==> config.mk <==
export PLATFORM = sky130hd
export DESIGN_NAME = iir_sos_sched_flat
export DESIGN_NICKNAME = d
export VERILOG_FILES = /design/src/rtl/iir_sos_sched_if.sv /design/src/rtl/iir_sos_sched.sv /design/src/flat_wrapper.sv
export SDC_FILE = /design/constraint.sdc
export NUM_CORES = 1
export LEC_CHECK = 0
export BUFFER_PORTS_ARGS = -buffer_cell sky130_fd_sc_hd__buf_2
export CAP_MARGIN = 25
export CORE_MARGIN = 4
export CORE_UTILIZATION = 40
export DETAILED_ROUTE_END_ITERATION = 8
export PLACE_DENSITY = 0.67
export SLEW_MARGIN = 20
export SYNTH_ARGS = -nofsm -noshare
export SYNTH_HDL_FRONTEND = slang
export SYNTH_SLANG_ARGS = --single-unit
==> constraint.sdc <==
create_clock -name clk -period 4.3 [get_ports clk]
set_clock_uncertainty 0.15 [all_clocks]
set_input_delay 0.645 -clock clk [delete_from_list [all_inputs] [get_ports clk]]
set_output_delay 0.645 -clock clk [all_outputs]
set_load 0.01 [all_outputs]
==> src/rtl/iir_sos_sched_if.sv <==
// Control bundle from the biquad scheduler to the shared MAC / coefficient ROM / state RAM datapath.
interface iir_sos_sched_if #(
  parameter int N_SEC = 4,
  parameter int CW    = $clog2(5 * N_SEC),
  parameter int SW    = (N_SEC > 1) ? $clog2(N_SEC) : 1
);
  logic          sample_ld;
  logic          mac_clr;
  logic          mac_en;
  logic [CW-1:0] coef_addr;
  logic [2:0]    st_sel;
  logic [SW-1:0] sec_idx;
  logic          st_wr;
  logic          dout_ld;

  modport master (
    output sample_ld, mac_clr, mac_en, coef_addr, st_sel, sec_idx, st_wr, dout_ld
  );

  modport slave (
    input sample_ld, mac_clr, mac_en, coef_addr, st_sel, sec_idx, st_wr, dout_ld
  );
endinterface

==> src/rtl/iir_sos_sched.sv <==
// Sample-rate scheduler for a time-multiplexed biquad cascade: on each f_s falling edge it
// walks every section through five MAC steps and a write-back, then strobes the output register.
module iir_sos_sched #(
  parameter int N_SEC = 4,
  parameter int CW    = $clog2(5 * N_SEC),
  parameter int SW    = (N_SEC > 1) ? $clog2(N_SEC) : 1
) (
  input  logic               clk,
  input  logic               rst,
  input  logic               f_s,
  input  logic               en,
  input  logic               ovr_clr,
  output logic               busy,
  output logic               ovr,
  iir_sos_sched_if.master    dp
);

  typedef enum logic [2:0] {IDLE, LOAD, MAC, WB, DONE} state_t;

  state_t        state, state_nxt;
  logic [SW-1:0] sec, sec_nxt;
  logic [2:0]    step, step_nxt;
  logic          pl0, pl1;
  logic          tick;

  logic          sample_ld_c, mac_clr_c, mac_en_c, st_wr_c, dout_ld_c;
  logic [CW-1:0] coef_addr_c;
  logic [2:0]    st_sel_c;
  logic [SW-1:0] sec_idx_c;

  assign tick = pl1 & ~pl0;

  always_ff @(posedge clk or negedge rst) begin
    if (!rst) begin
      state <= IDLE;
      sec   <= '0;
      step  <= '0;
      pl0   <= 1'b0;
      pl1   <= 1'b0;
      ovr   <= 1'b0;
    end else begin
      state <= state_nxt;
      sec   <= sec_nxt;
      step  <= step_nxt;
      pl0   <= f_s;
      pl1   <= pl0;
      // A dropped tick outranks a simultaneous clear so no overrun is ever lost
      if (tick && busy)
        ovr <= 1'b1;
      else if (ovr_clr)
        ovr <= 1'b0;
    end
  end

  always_comb begin
    state_nxt   = state;
    sec_nxt     = sec;
    step_nxt    = step;
    sample_ld_c = 1'b0;
    mac_clr_c   = 1'b0;
    mac_en_c    = 1'b0;
    st_wr_c     = 1'b0;
    dout_ld_c   = 1'b0;
    coef_addr_c = '0;
    st_sel_c    = '0;
    sec_idx_c   = '0;
    busy        = (state != IDLE);
    case (state)
      IDLE: begin
        if (tick && en)
          state_nxt = LOAD;
      end
      LOAD: begin
        sample_ld_c = 1'b1;
        sec_nxt     = '0;
        step_nxt    = '0;
        state_nxt   = MAC;
      end
      MAC: begin
        mac_en_c    = 1'b1;
        mac_clr_c   = (step == 3'd0);
        coef_addr_c = CW'(sec) * CW'(5) + CW'(step);
        st_sel_c    = step;
        sec_idx_c   = sec;
        if (step == 3'd4)
          state_nxt = WB;
        else
          step_nxt = step + 3'd1;
      end
      WB: begin
        st_wr_c   = 1'b1;
        sec_idx_c = sec;
        step_nxt  = '0;
        // sec returns to 0 on the way to DONE so sec_idx reads 0 there
        if (sec == SW'(N_SEC - 1)) begin
          sec_nxt   = '0;
          state_nxt = DONE;
        end else begin
          sec_nxt   = sec + SW'(1);
          state_nxt = MAC;
        end
      end
      DONE: begin
        dout_ld_c = 1'b1;
        state_nxt = IDLE;
      end
      default: state_nxt = IDLE;
    endcase
  end

  assign dp.sample_ld = sample_ld_c;
  assign dp.mac_clr   = mac_clr_c;
  assign dp.mac_en    = mac_en_c;
  assign dp.coef_addr = coef_addr_c;
  assign dp.st_sel    = st_sel_c;
  assign dp.sec_idx   = sec_idx_c;
  assign dp.st_wr     = st_wr_c;
  assign dp.dout_ld   = dout_ld_c;

endmodule
==> src/flat_wrapper.sv <==
// flat-port wrapper written by rule: the top's interface ports become plain ports
module iir_sos_sched_flat 
#(
  parameter int N_SEC = 4,
  parameter int CW    = $clog2(5 * N_SEC),
  parameter int SW    = (N_SEC > 1) ? $clog2(N_SEC) : 1
)
  (clk, rst, f_s, en, ovr_clr, busy, ovr, dp_sample_ld, dp_mac_clr, dp_mac_en, dp_coef_addr, dp_st_sel, dp_sec_idx, dp_st_wr, dp_dout_ld);
  iir_sos_sched_if #(.N_SEC(N_SEC), .CW(CW), .SW(SW)) dp_i ();
  input  logic clk;
  input  logic rst;
  input  logic f_s;
  input  logic en;
  input  logic ovr_clr;
  output logic busy;
  output logic ovr;
  output wire logic [$bits(dp_i.sample_ld)-1:0] dp_sample_ld;
  output wire logic [$bits(dp_i.mac_clr)-1:0] dp_mac_clr;
  output wire logic [$bits(dp_i.mac_en)-1:0] dp_mac_en;
  output wire logic [$bits(dp_i.coef_addr)-1:0] dp_coef_addr;
  output wire logic [$bits(dp_i.st_sel)-1:0] dp_st_sel;
  output wire logic [$bits(dp_i.sec_idx)-1:0] dp_sec_idx;
  output wire logic [$bits(dp_i.st_wr)-1:0] dp_st_wr;
  output wire logic [$bits(dp_i.dout_ld)-1:0] dp_dout_ld;
  assign dp_sample_ld = dp_i.sample_ld;
  assign dp_mac_clr = dp_i.mac_clr;
  assign dp_mac_en = dp_i.mac_en;
  assign dp_coef_addr = dp_i.coef_addr;
  assign dp_st_sel = dp_i.st_sel;
  assign dp_sec_idx = dp_i.sec_idx;
  assign dp_st_wr = dp_i.st_wr;
  assign dp_dout_ld = dp_i.dout_ld;
  iir_sos_sched #(.N_SEC(N_SEC), .CW(CW), .SW(SW)) u_core (.clk(clk), .rst(rst), .f_s(f_s), .en(en), .ovr_clr(ovr_clr), .busy(busy), .ovr(ovr), .dp(dp_i));
endmodule
Word-level counts from Yosys, hierarchy flattened
Cells that the tools add are included.

Register bits: 11. Input port bits: 5. Output and inout port bits: 17. Logic and storage cells: 51.

Add/subtract/negate cells: 3. $mul: 1. Eq/ne operators: 9. Multiplexer cells: 18. Bitwise logic cells: 2. Reductions and logical operators: 12.

Operator list (number): two-way mux 3 bit (5); one-hot mux 3 bit (4 select lines) (1); two-way mux 1 bit (7); == test 3 x 2 -> 1 bit (second input constant) (2); == test 3 bit (second input constant) (2); zero test 3 bit (2); one-hot mux 3 bit (2 select lines) (1); nonzero test 2 bit (3); adder 5 x 3 -> 5 bit (1); multiplier 2 x 3 -> 5 bit (second input constant) (1); two-way mux 5 bit (1); two-way mux 2 bit (2); != test 2 x 1 -> 1 bit (second input constant) (2); one-hot mux 2 bit (2 select lines) (1); AND reduction 2 bit (2); OR reduction 2 bit (2); adder 3 x 1 -> 3 bit (second input constant) (1); == test 3 x 1 -> 1 bit (second input constant) (1); nonzero test 3 bit (1); adder 2 x 1 -> 2 bit (second input constant) (1); == test 2 bit (second input constant) (1); logical AND 1 bit (2); != test 2 bit (second input constant) (1); AND 1 bit (1); NOT 1 bit (1).

Logic depth before layout (Yosys ltp)
Gate-level depths: netlist of run 1.

Word-level depth: 5. Mapped depth: 5. Mapped depth without buffers: 5.

Worst setup path before layout of run 1
No wires, ideal clock.

Kind: register to output. From: reg u_core.step[1]. To: out dp_coef_addr[3]. Data arrival time: 1.555 ns. Required time: 3.505 ns. Slack: 1.950 ns. Stages on the path, launching flop included: 6. Buffers on the path: 0. Cells stage by stage: dfrtp_1 > ha_1 > ha_1 > fa_1 > xnor2_1 > nor2_1.

Word-level cells in the longest chain between the ends: 2.

Ends and longest elaborated chain: from (decl) (line iir_sos_sched.sv:22) `logic [2:0] step, step_nxt;`; from (signal assigned) (line iir_sos_sched.sv:44) `step <= step_nxt;`; adder 5 x 3 -> 5 bit (line iir_sos_sched.sv:82) `coef_addr_c = CW'(sec) * CW'(5) + CW'(step);`; two-way mux 5 bit (line iir_sos_sched.sv:68) `case (state)`; to (decl) (line flat_wrapper.sv:20) `output wire logic [$bits(dp_i.coef_addr)-1:0] dp_coef_addr;`.

No other way between the ends.

Worst setup path after layout of run 1
From: reg u_core.sec[1]. To: out dp_coef_addr[3].

Word-level cells in the longest chain between the ends: 3.

Ends and longest elaborated chain: from (decl) (line iir_sos_sched.sv:21) `logic [SW-1:0] sec, sec_nxt;`; from (signal assigned) (line iir_sos_sched.sv:43) `sec <= sec_nxt;`; multiplier 2 x 3 -> 5 bit (line iir_sos_sched.sv:82); adder 5 x 3 -> 5 bit (line iir_sos_sched.sv:82); two-way mux 5 bit (line iir_sos_sched.sv:68).

No other way between the ends.

==> flow_summary_export.csv, run 1 <==
group,metric,value,unit
status,status,"completed",
critical_path,end_kind,"primary output",
run,maxCapViolCount,0,
die,io_pins,22,
cells_and_area,layout-drive-gt1-share,0.280,
synth,synthCells,70,
cells_and_area,diodes,0,
synth,synth_top_area_frac,0.379,
placed_design,place_congestion,0.785,
die,initial_core_util,0.420,
synth,synth_area,726,um^2
synth,synth_edf_count,0,
grt,antenna_found_initial,0,
critical_path,crit_fanout,5,
synth,yosys.area.top_type,"dfrtp_1",
critical_path,crit_path_start_kind,"flip-flop",
synth,synth_seq_area_share,0.379,
pwr,leakage,0.472,nW
synth,synth_async_sr_flop_share,1.00,
cells_and_area,final_nets,109,
routing,drt_iter0_drc,4,
grt,grt_pass1_vias,612,
critical_path,criticalPathCategory,"reg2out",
die,die_y,50.6,um
critical_path,crit_required,3500,ps
sta,maxSlewViolCount,0,
die,coreArea,1730,um^2
synth,yosysMostFrequentCell,"dfrtp_1",
clock_network,postCtsSetupRepairBufs,0,
grt,grt_pass1_wl,2680,um
clock_network,cts-root-buf,"clkbuf_4",
clock_network,cts_tree,"done",
routing,via_count,586,
synth,synth_cell_type_count,33,
min_path,hp-class,"in2async",
synth,avgSynthCellArea,10.4,um^2
cells_and_area,syn2layout_area_growth,20.3,%
clock_network,cts.hold.buffers_added,0,
routing,wl,1500,um
sta,fmax,0.362,GHz
synth,synth.top_cells.by_count,"dfrtp_1, ha_1, and2_1, nor2_1",
die,dieArea,2560,um^2
grt,grt-ovfl-total,0,
synth,syn_nets,85,
sta,slew_headroom,0.691,
die,die_w,50.6,um
pwr,powerDensity,830,nW/um^2
grt,grt_max_degree,14,
routing,vias_per_cell,4.97,
synth,synthTopCellsByArea,"dfrtp_1, ha_1, and2_1, nor2_1, a21oi_1",
synth,ys.warnings.count,0,
routing,routedWlPerCell,12.7,um
synth,synthFlopType,"dfrtp_1",
clock_network,cts_buffers,3,
clock_network,clkLatencyLatePin,270,ps
routing,drcViolationCount,0,
sta,hold_viol_final,0,
sta,period_needed,2760,ps
critical_path,cp.arrival,1970,ps
sta,worstMarginPinSlew,463,ps
sta,fin_tns_setup,0,ps
clock_network,post_cts_resized,0,
pwr,power.total,0.725,mW
clock_network,cts.reportedPaths.clkPinSlew,70,ps
sta,period_share,0.643,
placed_design,place.port_buffers,21,
routing,final_antenna_net_count,0,
clock_network,cts-htree-levels,1,
placed_design,hpwl,1150,um
pwr,vdd.ir_drop.worst,0.320,mV
grt,track_usage,0.136,
sta,rsz0062_at_grt,"false",
clock_network,cts.path.max_buffers,2,
synth,ys_ff_latch,11,
sta,setup_viol,0,
die,num_rows,15,
clock_network,clock-sinks,11,
routing,drt_first_pass_iters,4,
cells_and_area,fill_cells,174,
==> layout make-up <==
| class | instances | area (um^2) | area share |
|---|---|---|---|
| Clock buffer | 4 | 26.3 | 0.0301 |
| Sequential cell | 11 | 275 | 0.315 |
| Tap cell | 25 | 31.3 | 0.0358 |
| Inverter | 5 | 31.3 | 0.0358 |
| Timing Repair Buffer | 21 | 105 | 0.120 |
| Multi-Input combinational cell | 52 | 404 | 0.463 |
==> report_power, final <==
group          internal [mW]  switching (mW)  total [mW]
combinational          0.211           0.251       0.462
sequential             0.139          0.0539       0.193
clock                 0.0359          0.0343      0.0702
total                  0.386           0.339       0.725
==> routing by layer <==
layer / routed length, um / global-route usage / share of wire
met1: 683 / 0.158 / 0.45
met2: 762 / 0.241 / 0.51
met3: 42 / 0.0267 / 0.028
met4: 16 / 0.0538 / 0.011
met5: 0 / 0 / 0
==> state kept, by name (all words and copies together), names as in the netlist <==
| name | count |
|---|---|
| u_core.state | 3 |
| u_core.pl0 | 1 |
| u_core.ovr | 1 |
| u_core.pl1 | 1 |
| u_core.sec | 2 |
| u_core.step | 3 |
==> stage by stage <==
stage | util | instances | setup WS [ps] | hold WS (ps) | area, um^2
after floorplan | - | 70 | 1950 | 199 | 726
after global placement | 0.491 | 114 | 1880 | 232 | 847
after detailed placement | 0.491 | 114 | 1820 | 243 | 847
after CTS | 0.506 | 118 | 1520 | 85.5 | 873
after global routing | 0.506 | 118 | 1440 | 83.9 | 873
final | 0.506 | 118 | 1540 | 79.4 | 873
==> path summary, 6_finish.rpt <==
path | startpoint | endpoint | slack (ps) | cells after the start
min in group clk | u_core.pl0$_DFF_PN0_ | u_core.pl1$_DFF_PN0_ | 260 | 0
worst max register to register | u_core.state[1]$_DFFE_PN0P_ | u_core.step[2]$_DFFE_PN0P_ | 2510 | 4
max in group asynchronous | rst | u_core.ovr$_DFFE_PN0P_ | 3720 | 1
worst min-delay path | rst | u_core.sec[1]$_DFFE_PN0N_ | 80 | 1
worst max-delay path | u_core.sec[1]$_DFFE_PN0N_ | dp_coef_addr[3] | 1540 | 6
worst min register to register | u_core.pl0$_DFF_PN0_ | u_core.pl1$_DFF_PN0_ | 260 | 0
==> placed cells by master, fill, tap and decap left out, types with 2 or more instances in the layout <==
cell type and n:
and2_1 6, a21oi_1 4, ha_1 9, dfrtp_1 11, inv_1 4, nor2_1 6
clkbuf_4 3, nor3b_1 2, nand2_1 2, buf_2 21, and3b_1 2
==> critical path: stages, from the launching register on <==
cell and delay (ps):
dfrtp_1 430, ha_1 300, ha_1 230, fa_1 380, xnor2_1 130, nor2_1 80
buf_2 140
==> cells by family after synthesis <==
family | share of synthesized area
AOI/OAI and AO/OA | 0.110
buffers and inverters | 0.0638
xor gates and xnor gates | 0.0121
and+or+nand+nor | 0.252
adders and majority gates | 0.183
DFF | 0.379
Note: power is estimated with default switching activity, not from simulation.
==> run 2, diff against run 1 <==
--- a/config.mk
+++ b/config.mk
@@ -10,7 +10,7 @@
 export CORE_MARGIN = 4
 export CORE_UTILIZATION = 40
 export DETAILED_ROUTE_END_ITERATION = 8
-export PLACE_DENSITY = 0.67
+export PLACE_DENSITY = 0.69
 export SLEW_MARGIN = 20
 export SYNTH_ARGS = -nofsm -noshare
 export SYNTH_HDL_FRONTEND = slang
==> constraint.sdc (replaced) <==
create_clock -name clk -period 2.53 [get_ports clk]
set_clock_uncertainty 0.15 [all_clocks]
set_input_delay 0.3795 -clock clk [delete_from_list [all_inputs] [get_ports clk]]
set_output_delay 0.3795 -clock clk [all_outputs]
set_load 0.01 [all_outputs]
==> flow_summary_export.csv, run 2 (synthesized netlist as in run 1, its figures left out) <==
group,metric,value,unit
cells_and_area,fill_cells,188,
grt,grt_pass1_wl,2630,um
routing,via_count,593,
critical_path,crit_required,2000,ps
die,io_pins,22,
routing,drt_first_pass_iters,4,
grt,grt_max_degree,14,
die,num_rows,15,
run,maxCapViolCount,0,
die,initial_core_util,0.420,
cells_and_area,reg_top3,"u_core.state: 3 flops, u_core.step: 3 flops, u_core.sec: 2 flops",
sta,maxSlewViolCount,0,
pwr,powerDensity,1390,nW/um^2
clock_network,clkLatencyLatePin,270,ps
routing,wl,1530,um
grt,grt_pass1_vias,614,
pwr,vdd.ir_drop.worst,0.636,mV
sta,rsz0062_at_grt,"false",
pwr,p_clk_frac,0.095,
critical_path,cp.arrival,1910,ps
die,coreArea,1730,um^2
sta,period_needed,2440,ps
sta,whs,63.4,ps
grt,antenna_found_initial,0,
min_path,hp-class,"in2reg",
routing,vias_per_cell,4.90,
routing,drt_iter0_drc,1,
cells_and_area,final_nets,112,
pwr,p_comb_frac,0.646,
cells_and_area,layout_common_cells,"buf_2, dfrtp_1, ha_1, and2_1, nor2_1",
pwr,sw_frac_of_total,0.458,
grt,grt-ovfl-total,0,
die,die_y,50.6,um
sta,fin_tns_setup,0,ps
cells_and_area,diodes,0,
clock_network,cts-htree-levels,1,
die,die_w,50.6,um
clock_network,cts-root-buf,"clkbuf_4",
sta,worstMarginPinSlew,438,ps
die,dieArea,2560,um^2
status,status,"completed",
critical_path,end_kind,"primary output",
grt,track_usage,0.136,
cells_and_area,mostFrequentLayoutCell,"buf_2",
sta,period_share,0.965,
sta,slew_headroom,0.708,
clock_network,cts_tree,"done",
placed_design,hpwl,1170,um
cells_and_area,layout-drive-gt1-share,0.323,
placed_design,place_congestion,0.758,
pwr,seqPwrFrac,0.259,
sta,fmax,0.410,GHz
routing,routedWlPerCell,12.6,um
critical_path,crit_fanout,3,
routing,final_antenna_net_count,0,
placed_design,place.port_buffers,21,
pwr,switching_power,0.584,mW
critical_path,criticalPathCategory,"reg2out",
routing,drcViolationCount,0,
clock_network,cts_buffers,3,
clock_network,cts.reportedPaths.clkPinSlew,70,ps
pwr,leakage,0.482,nW
clock_network,cts.path.max_buffers,2,
clock_network,clock-sinks,11,
cells_and_area,syn2layout_area_growth,26.0,%
sta,hold_viol_final,0,
pwr,p_int,0.690,mW
sta,setup_viol,0,
critical_path,crit_path_start_kind,"flip-flop",
run 2: critical path: stages (launching register included):
cell	delay (ps)
dfrtp_1	400
ha_1	300
ha_2	200
fa_1	390
xnor2_1	130
nor2_1	80
buf_2	140
run 2: power by group through the flow:
stage	combinational (mW)	sequential (mW)	clock, mW
final	0.823	0.330	0.121
after global routing	0.939	0.343	0.136
after CTS	0.791	0.328	0.125
after detailed placement	0.789	0.332	0
after global placement	0.765	0.327	0
after floorplan	0.576	0.295	0
run 2: through the flow:
stage               worst slack (ps)  utilization  std cells  power [mW]  cell area [um^2]
floorplan                        446            -         70       0.871               726
global placement                 378        0.491        114        1.09               847
detailed placement               318        0.491        114        1.12               847
CTS                             16.0        0.512        119        1.24               883
global route                    19.9        0.530        121        1.42               915
finish                          88.7        0.530        121        1.27               915
run 2: what timing repair did:
item | CTS | global route
setup endpoints to repair | 0 | 3
gates resized for setup | 0 | 3
hold buffers | 1 | 0
hold endpoints to repair | 11 | 0
setup buffers | 0 | 2
run 2: final cells by class:
class,count,area [um^2],area share
clock buffer,4,26.3,0.0287
timing repair buffer,24,130,0.142
multi-input combinational,52,419,0.458
sequential,11,277,0.302
tap,25,31.3,0.0342
inverter,5,31.3,0.0342
run 2: path summary, 6_finish.rpt:
check	startpoint	end	slack (ps)	depth (start not counted)
min in group asynchronous	rst	u_core.pl0$_DFF_PN0_	360	2
max reg2reg	u_core.state[1]$_DFFE_PN0P_	u_core.step[2]$_DFFE_PN0P_	740	4
min reg2reg	u_core.pl0$_DFF_PN0_	u_core.pl1$_DFF_PN0_	260	0
min	f_s	u_core.pl0$_DFF_PN0_	60	1
max in group asynchronous	rst	u_core.sec[0]$_DFFE_PN0N_	1660	2
max	u_core.step[1]$_DFFE_PN0P_	dp_coef_addr[3]	90	6
run 2: routing by layer:
metal  track usage  vias up  wire [um]
met5             0        -          0
met4        0.0404        0         14
met3        0.0445        4         54
met2         0.250        7        803
met1         0.146      285        653
li1              -      297          -
==> run 3, diff against run 2 <==
--- a/config.mk
+++ b/config.mk
@@ -6,11 +6,12 @@
 export NUM_CORES = 1
 export LEC_CHECK = 0
 export BUFFER_PORTS_ARGS = -buffer_cell sky130_fd_sc_hd__buf_2
-export CAP_MARGIN = 25
+export CAP_MARGIN = 20
 export CORE_MARGIN = 4
 export CORE_UTILIZATION = 40
 export DETAILED_ROUTE_END_ITERATION = 8
 export PLACE_DENSITY = 0.69
+export REMOVE_ABC_BUFFERS = 1
 export SLEW_MARGIN = 20
 export SYNTH_ARGS = -nofsm -noshare
 export SYNTH_HDL_FRONTEND = slang
==> flow_summary_export.csv, run 3 (synthesized netlist as in run 1, its figures left out) <==
group,metric,value,unit
pwr,leakage,0.488,nW
cells_and_area,syn2layout_area_growth,27.1,%
critical_path,crit_fanout,4,
placed_design,place.port_buffers,21,
cells_and_area,final_nets,113,
cells_and_area,diodes,0,
pwr,sw_frac_of_total,0.453,
routing,drt_iter0_drc,1,
status,status,"completed",
clock_network,cts.reportedPaths.clkPinSlew,70,ps
sta,worstMarginPinSlew,441,ps
die,io_pins,22,
cells_and_area,layout_common_cells,"buf_2, dfrtp_1, ha_1, and2_1, nor2_1",
sta,fmax,0.413,GHz
pwr,p_int,0.701,mW
cells_and_area,fin_area,922,um^2
sta,period_needed,2420,ps
grt,grt_pass1_wl,2590,um
critical_path,r2r_start,"u_core.state[1]$_DFFE_PN0P_",
clock_network,cts-root-buf,"clkbuf_4",
routing,via_count,602,
cells_and_area,mostFrequentLayoutCell,"buf_2",
min_path,min_from,"f_s",
routing,drcViolationCount,0,
pwr,power.total,1.28,mW
pwr,p_comb_frac,0.652,
routing,routedWlPerCell,12.3,um
grt,track_usage,0.132,
grt,busiest_layer,"met2",
critical_path,crit_required,2000,ps
critical_path,crit_family,"adder cells",
cells_and_area,fill_cells,183,
cells_and_area,reg_top3,"u_core.state: 3 flops, u_core.step: 3 flops, u_core.sec: 2 flops",
die,die_w,50.6,um
sta,hold_viol_final,0,
critical_path,end_kind,"primary output",
critical_path,reg2reg_to,"u_core.step[2]$_DFFE_PN0P_",
critical_path,rrSetupSlack,750,ps
critical_path,cp.arrival,1890,ps
clock_network,clkLatencyLatePin,260,ps
critical_path,reg2reg_depth,4,
grt,grt_max_degree,14,
routing,vias_per_cell,4.93,
die,coreArea,1730,um^2
critical_path,criticalPathCategory,"reg2out",
routing,wl,1500,um
sta,slew_headroom,0.706,
die,initial_core_util,0.420,
routing,drt_first_pass_iters,2,
critical_path,path_cells,"ha_1 > ha_2 > fa_1 > xnor2_1 > nor2_1 > buf_2",
min_path,hold_depth,1,
grt,antenna_found_initial,0,
pwr,switching_power,0.580,mW
grt,use_met3,0.0208,
placed_design,hpwl,1170,um
run,maxCapViolCount,0,
min_path,min_to,"u_core.pl0$_DFF_PN0_",
routing,final_antenna_net_count,0,
sta,whs,73.7,ps
pwr,powerDensity,1390,nW/um^2
placed_design,placed_cell_area,847,um^2
pwr,seqPwrFrac,0.257,
sta,setup_viol,0,
critical_path,worst-path-buf-inv,1,
sta,period_share,0.958,
cells_and_area,fin_cells,122,
critical_path,crit_path_start_kind,"flip-flop",
grt,use_met1,0.157,
placed_design,dpl.cell_count,114,
grt,grt_pass1_vias,593,
clock_network,cts_buffers,3,
clock_network,cts.path.max_buffers,2,
die,dieArea,2560,um^2
die,num_rows,15,
min_path,hp-class,"in2reg",
grt,grt_use_met2,0.239,
clock_network,clock-sinks,11,
pwr,vdd.ir_drop.worst,0.685,mV
placed_design,place_congestion,0.747,
critical_path,slowest_delay,410,ps
sta,fin_tns_setup,0,ps
pwr,p_clk_frac,0.091,
clock_network,cts_tree,"done",
sta,maxSlewViolCount,0,
die,die_y,50.6,um
cells_and_area,layout-drive-gt1-share,0.330,
grt,grt-ovfl-total,0,
clock_network,cts-htree-levels,1,
critical_path,critPathSlowestCell,"dfrtp_1",
run 3: layout make-up:
class / count / area, um^2 / area share
clock buffers: 4 / 26.3 / 0.0285
inverters: 5 / 31.3 / 0.0339
flip-flops and latches: 11 / 277 / 0.300
well taps: 25 / 31.3 / 0.0339
repair buffers: 25 / 138 / 0.149
multi-input cells: 52 / 419 / 0.455
run 3: layer usage:
| metal | routed length, um | part of all wire |
|---|---|---|
| met1 | 667 | 0.44 |
| met2 | 755 | 0.50 |
| met3 | 81 | 0.054 |
| met4 | 0 | 0 |
| met5 | 0 | 0 |
run 3: how the worst max path moves through the flow:
stage                                from               to  depth (start not counted)
2_1_floorplan  u_core.step[1]$_DFFE_PN0P_  dp_coef_addr[3]                          5
3_3_place_gp    u_core.sec[1]$_DFFE_PN0N_  dp_coef_addr[3]                          6
3_5_place_dp    u_core.sec[1]$_DFFE_PN0N_  dp_coef_addr[3]                          6
4_1_cts         u_core.sec[1]$_DFFE_PN0N_  dp_coef_addr[3]                          6
5_1_grt        u_core.step[1]$_DFFE_PN0P_  dp_coef_addr[3]                          6
6_report       u_core.step[1]$_DFFE_PN0P_  dp_coef_addr[3]                          6
run 3: timing repair:
action                                 in CTS  in global routing
endpoints found under the hold margin      11                  0
setup endpoints to repair                   0                  2
hold buffers                                1                  0
setup buffers                               0                  3
gates resized for setup                     0                  3
run 3: power groups by stage:
stage | clock network, mW | logic, mW | registers, mW
floorplan | 0 | 0.535 | 0.304
global placement | 0 | 0.768 | 0.321
detailed placement | 0 | 0.790 | 0.327
CTS | 0.119 | 0.798 | 0.323
global route | 0.127 | 0.952 | 0.342
finish | 0.117 | 0.836 | 0.329
run 3: worst reg2reg max path, delay by kind of cell, from the launching register on:
family / cells / cell delay, ps
buffers and inverters: 1 / 120
and+or+nand+nor: 3 / 850
DFF: 1 / 540
run 3: per-stage QoR:
step	worst slack [ps]	utilization
floorplan	446	-
global placement	369	0.491
detailed placement	321	0.491
CTS	34.4	0.512
global route	-7.97	0.534
finish	107	0.534
